<file path="src/rtl/bcd_decade_counter_n.sv">
// bcd_decade_counter_n: cascaded decimal up/down counter with a selectable
// digit code (8421, 2421 Aiken, excess-3) on the load input and count output.
// Digits are held internally as plain 0..9 values, so a code change only
// alters the combinational encoding of q and never the stored count.
module bcd_decade_counter_n #(
    parameter int unsigned DIGITS = 2
) (
    input  logic                  clk,
    input  logic                  reset,
    input  logic                  en,
    input  logic                  up,
    input  logic                  load,
    input  logic [1:0]            mode,
    input  logic [4*DIGITS-1:0]   d,
    output logic [4*DIGITS-1:0]   q,
    output logic                  tc,
    output logic                  load_err
);

    typedef enum logic [1:0] {
        CODE_8421     = 2'b00,
        CODE_2421     = 2'b01,
        CODE_XS3      = 2'b10,
        CODE_8421_ALT = 2'b11
    } code_e;

    code_e code;
    assign code = code_e'(mode);

    // Digit value 0..9 to its code word.
    function automatic logic [3:0] enc_digit(input logic [3:0] v, input code_e c);
        logic [3:0] w;
        case (c)
            CODE_2421: w = (v < 4'd5) ? v : v + 4'd6;
            CODE_XS3:  w = v + 4'd3;
            default:   w = v;
        endcase
        return w;
    endfunction

    // True when the code word is a legal digit in the given code.
    function automatic logic is_legal(input logic [3:0] n, input code_e c);
        logic ok;
        case (c)
            CODE_2421: ok = (n <= 4'd4) || (n >= 4'd11);
            CODE_XS3:  ok = (n >= 4'd3) && (n <= 4'd12);
            default:   ok = (n <= 4'd9);
        endcase
        return ok;
    endfunction

    // Code word to digit value; illegal words decode to 0.
    function automatic logic [3:0] dec_digit(input logic [3:0] n, input code_e c);
        logic [3:0] v;
        if (!is_legal(n, c)) begin
            v = 4'd0;
        end else begin
            case (c)
                CODE_2421: v = (n < 4'd5) ? n : n - 4'd6;
                CODE_XS3:  v = n - 4'd3;
                default:   v = n;
            endcase
        end
        return v;
    endfunction

    logic [4*DIGITS-1:0] digits_q, digits_d;
    logic [4*DIGITS-1:0] count_val;
    logic                load_err_q, load_err_d;
    logic                carry;
    logic                all9, all0;
    logic [3:0]          cur;
    logic [3:0]          nxt;

    // Encode the stored digits under the current code for the q output.
    always_comb begin
        q = '0;
        for (int unsigned i = 0; i < DIGITS; i++) begin
            q[4*i +: 4] = enc_digit(digits_q[4*i +: 4], code);
        end
    end

    // Ripple carry/borrow chain: a digit steps only when all lower digits
    // sit at their wrap value for the current direction.
    always_comb begin
        count_val = digits_q;
        carry     = 1'b1;
        all9      = 1'b1;
        all0      = 1'b1;
        cur       = 4'd0;
        nxt       = 4'd0;
        for (int unsigned i = 0; i < DIGITS; i++) begin
            cur = digits_q[4*i +: 4];
            nxt = cur;
            if (carry) begin
                if (up) begin
                    nxt = (cur >= 4'd9) ? 4'd0 : cur + 4'd1;
                end else begin
                    nxt = (cur == 4'd0) ? 4'd9 : cur - 4'd1;
                end
            end
            count_val[4*i +: 4] = nxt;
            carry = carry & (up ? (cur == 4'd9) : (cur == 4'd0));
            all9  = all9 & (cur == 4'd9);
            all0  = all0 & (cur == 4'd0);
        end
    end

    assign tc       = en & (up ? all9 : all0);
    assign load_err = load_err_q;

    // Next-state select: load beats count, count beats hold.
    always_comb begin
        digits_d   = digits_q;
        load_err_d = 1'b0;
        if (load) begin
            for (int unsigned i = 0; i < DIGITS; i++) begin
                digits_d[4*i +: 4] = dec_digit(d[4*i +: 4], code);
                if (!is_legal(d[4*i +: 4], code)) begin
                    load_err_d = 1'b1;
                end
            end
        end else if (en) begin
            digits_d = count_val;
        end
    end

    // State registers with synchronous active-low reset taking top priority.
    always_ff @(posedge clk) begin
        if (!reset) begin
            digits_q   <= '0;
            load_err_q <= 1'b0;
        end else begin
            digits_q   <= digits_d;
            load_err_q <= load_err_d;
        end
    end

endmodule

</file>
<file path="config.mk">
export PLATFORM = sky130hd
export DESIGN_NAME = bcd_decade_counter_n
export DESIGN_NICKNAME = d
export VERILOG_FILES = /design/src/rtl/bcd_decade_counter_n.sv
export SDC_FILE = /design/constraint.sdc
export NUM_CORES = 1
export LEC_CHECK = 0
export ABC_AREA = 1
export CAP_MARGIN = 20
export CORE_MARGIN = 4
export CORE_UTILIZATION = 50
export DETAILED_ROUTE_END_ITERATION = 10
export GPL_TIMING_DRIVEN = 1
export PLACE_DENSITY = 0.78
export SETUP_SLACK_MARGIN = 0.15
export SLEW_MARGIN = 40
export SYNTH_ARGS = -nofsm -noshare
export SYNTH_HDL_FRONTEND = slang
export SYNTH_SLANG_ARGS = --single-unit
</file>
<file path="constraint.sdc">
create_clock -name clk -period 2 [get_ports clk]
set_input_delay 0.4 -clock clk [delete_from_list [all_inputs] [get_ports clk]]
set_output_delay 0.4 -clock clk [all_outputs]
set_load 0.05 [all_outputs]
</file>
==> results.py <==
metrics = {
    "global_route": {
        "grt_usage_pct": 26.4,
        "grt_max_degree": 11,
        "antenna_found_initial": 0,
        "grt-busiest-layer": "met2",
        "grt_use_met2_pct": 46.5,
        "use_met3_pct": 3.00,
        "grtUsageMet1_pct": 32.6,
        "grt_pass1_vias": 2171,
        "overflow": 0,
        "grt_pass1_wl_um": 9470,
    },
    "final_layout": {
        "final_nets": 398,
        "multi_input_area_um2": 1690,
        "diodes": 0,
        "fillCellCount": 207,
        "layout_commonest_cell": "nand2_1",
        "area.growth.synth_to_final_pct": 57.3,
        "final_area_um2": 2810,
        "final_cell_mix": "73 x nand2_1, 37 x buf_4, 35 x nand3_1, 19 x inv_1, 18 x a21oi_1",
        "seq_area_um2": 193,
        "drive_above_1_share_pct": 36.3,
    },
    "route": {
        "via_per_inst": 5.72,
        "ant_nets": 0,
        "vias": 2295,
        "drcViolationCount": 0,
        "first_pass_iters": 5,
        "wl_per_cell_um": 14.9,
        "drtIter0Drc": 196,
        "routed_wl_um": 5970,
    },
    "place": {
        "gp_congestion": 0.936,
        "portBuffers": 24,
        "dpl_cell_area_um2": 2520,
        "dp_hpwl_um": 4280,
        "dpl_worst_slack_ps": -493,
    },
    "timing": {
        "finalCritPeriodShare_pct": 111,
        "fmax_mhz": 451,
        "finalSetupViolations": 5,
        "finClkSkew_ps": 3.93,
        "layout_setup_ws_ps": -216,
        "slew_violations": 0,
        "rsz0062_at_grt": "true",
        "finalHoldViolCount": 0,
        "period_minus_slack_ps": 2220,
        "slew_headroom_pct": 66.9,
        "tightest_slew_ps": 495,
    },
    "outcome": {
        "failed_checks": "setup timing",
        "outcome": "complete, but fails checks",
    },
    "floorplan": {
        "top_level_ports": 25,
        "floorplan.die_area_um2": 4590,
        "die_x_um": 67.8,
        "start_util_pct": 52.7,
        "coreArea_um2": 3390,
        "die_h_um": 67.8,
        "rows": 21,
    },
    "critical_path": {
        "critPathKind": "register to primary output",
        "endpoint": "q[2]",
        "critPathCaptureType": "primary output",
        "r2r_start": "digits_q[1]",
        "startpoint": "digits_q[1]",
        "crit_arrival_ps": 1820,
        "r2r_slack_ps": 420,
        "cp-start-kind": "register",
        "reg2regPathDepth": 11,
        "cpLargestDelayFamily": "buffers and inverters",
        "cp.required_ps": 1600,
        "slowest_stage": "dfxtp_2",
        "critPathMaxStageDelay_ps": 350,
        "cp_cell_sequence": "inv_4, ha_4, or2_4, buf_4, nand2_4, nand2_1, o211ai_1, o221ai_4, buf_12",
        "reg2reg_to": "digits_q[7]",
        "path_buf_inv": 3,
        "crit_fanout": 5,
        "path_depth": 9,
    },
    "cts": {
        "clock-sinks": 9,
        "cts_buffers": 3,
        "clk_pin_slew_ps": 80,
        "hold_buffers": 0,
        "cts_tree": "built",
        "htreeDepth": 1,
        "clock_path_buffers": 2,
        "cts_root_buf": "clkbuf_4",
        "clock_latency_ps": 270,
    },
    "synthesis": {
        "synth-seq-area-share_pct": 10.1,
        "syn_avg_cell_area_um2": 6.14,
        "syn_inst": 291,
        "yosys_most_used_dff": "dfxtp_1",
        "netlist_area_um2": 1790,
        "yosys_register_bits": 9,
        "synth_edf_count": 0,
        "async_reset_ff_share_pct": 0,
        "synth_nets": 333,
        "synth_cell_types": 32,
        "ys_warn_count": 0,
    },
    "hold_path": {
        "holdCritStartpoint": "digits_q[6]",
        "hold_class": "register to register",
    },
    "flow_run": {
        "maxCapViolations": 0,
    },
    "power_and_ir_drop": {
        "cellPowerDensity_nw_per_um2": 486,
        "finalPower_mw": 1.36,
        "p_leak_nw": 1.31,
        "ir_drop_v": 0.000338,
    },
}
area by class of cell:
cell class,count,share of cell area (%)
inverter,35,6.06
clock buffer,4,0.936
timing repair buffer,66,24.1
multi-input combinational,241,60.0
tap,46,2.05
sequential,9,6.86
Yosys cell counts (3+ instances only):
master | instances | area, µm²
nand2_1 | 76 | 285
nand3_1 | 35 | 175
ha_1 | 27 | 338
inv_1 | 25 | 93.8
a21oi_1 | 21 | 105
o21ai_0 | 19 | 95.1
nor2_1 | 14 | 52.6
dfxtp_1 | 9 | 180
inv_2 | 8 | 30.0
nand2_2 | 6 | 37.5
o21ai_1 | 6 | 30.0
o211ai_1 | 5 | 37.5
a31oi_1 | 4 | 25.0
nand3_2 | 4 | 40.0
xor2_1 | 4 | 35.0
buf_4 | 3 | 22.5
state kept, by name, indices dropped and copies added (netlist names):
| name | flops |
|---|---|
| digits_q | 8 |
| load_err | 1 |
stage by stage:
| stage | std cells | hold WS [ps] | util [%] | setup TNS, ps |
|---|---|---|---|---|
| CTS | 397 | 597 | 79.8 | -380 |
| global route | 401 | 631 | 82.8 | -1010 |
| finish | 401 | 599 | 82.8 | -554 |
| global placement | 390 | 625 | 74.3 | -4540 |
| detailed placement | 390 | 629 | 74.3 | -5340 |
| floorplan | 291 | 516 | - | -14.4 |
what timing repair did:
| action | 4_1_cts | 5_1_grt |
|---|---|---|
| resized for setup | 46 | 20 |
| buffers inserted | 3 | 4 |
| endpoints found under the setup margin | 17 | 14 |
| pin swaps | 14 | 11 |
report_power, final:
part | internal (mW) | switching [mW]
logic | 0.435 | 0.549
clock network | 0.0772 | 0.0784
registers | 0.200 | 0.0244
kinds of logic after synthesis:
kind of cell               share of synthesized area (%)
buffers and inverters                               10.5
AOI/OAI and AO/OA                                   20.9
xor gates and xnor gates                            1.96
DFF                                                 10.1
and+or+nand+nor                                     37.6
adders and majority gates                           18.9
worst min-delay path by stage:
stage | end | slack (ps) | cells past startpoint
detailed placement | digits_q[6] | 630 | 2
CTS | digits_q[6] | 600 | 2
global route | digits_q[6] | 630 | 2
global placement | digits_q[6] | 630 | 2
finish | digits_q[6] | 600 | 2
floorplan | load_err | 520 | 2
metal layers:
layer	wire length, µm	vias to the layer above
met5	0	-
met4	150	0
met3	394	18
met2	2910	120
met1	2520	1051
li1	-	1106
tightest hold or removal path: stages, from the launching register on:
cell,delay (ps)
dfxtp_4,380
o21ai_1,130
a21oi_1,50
Power figures use the tool's default switching activity.
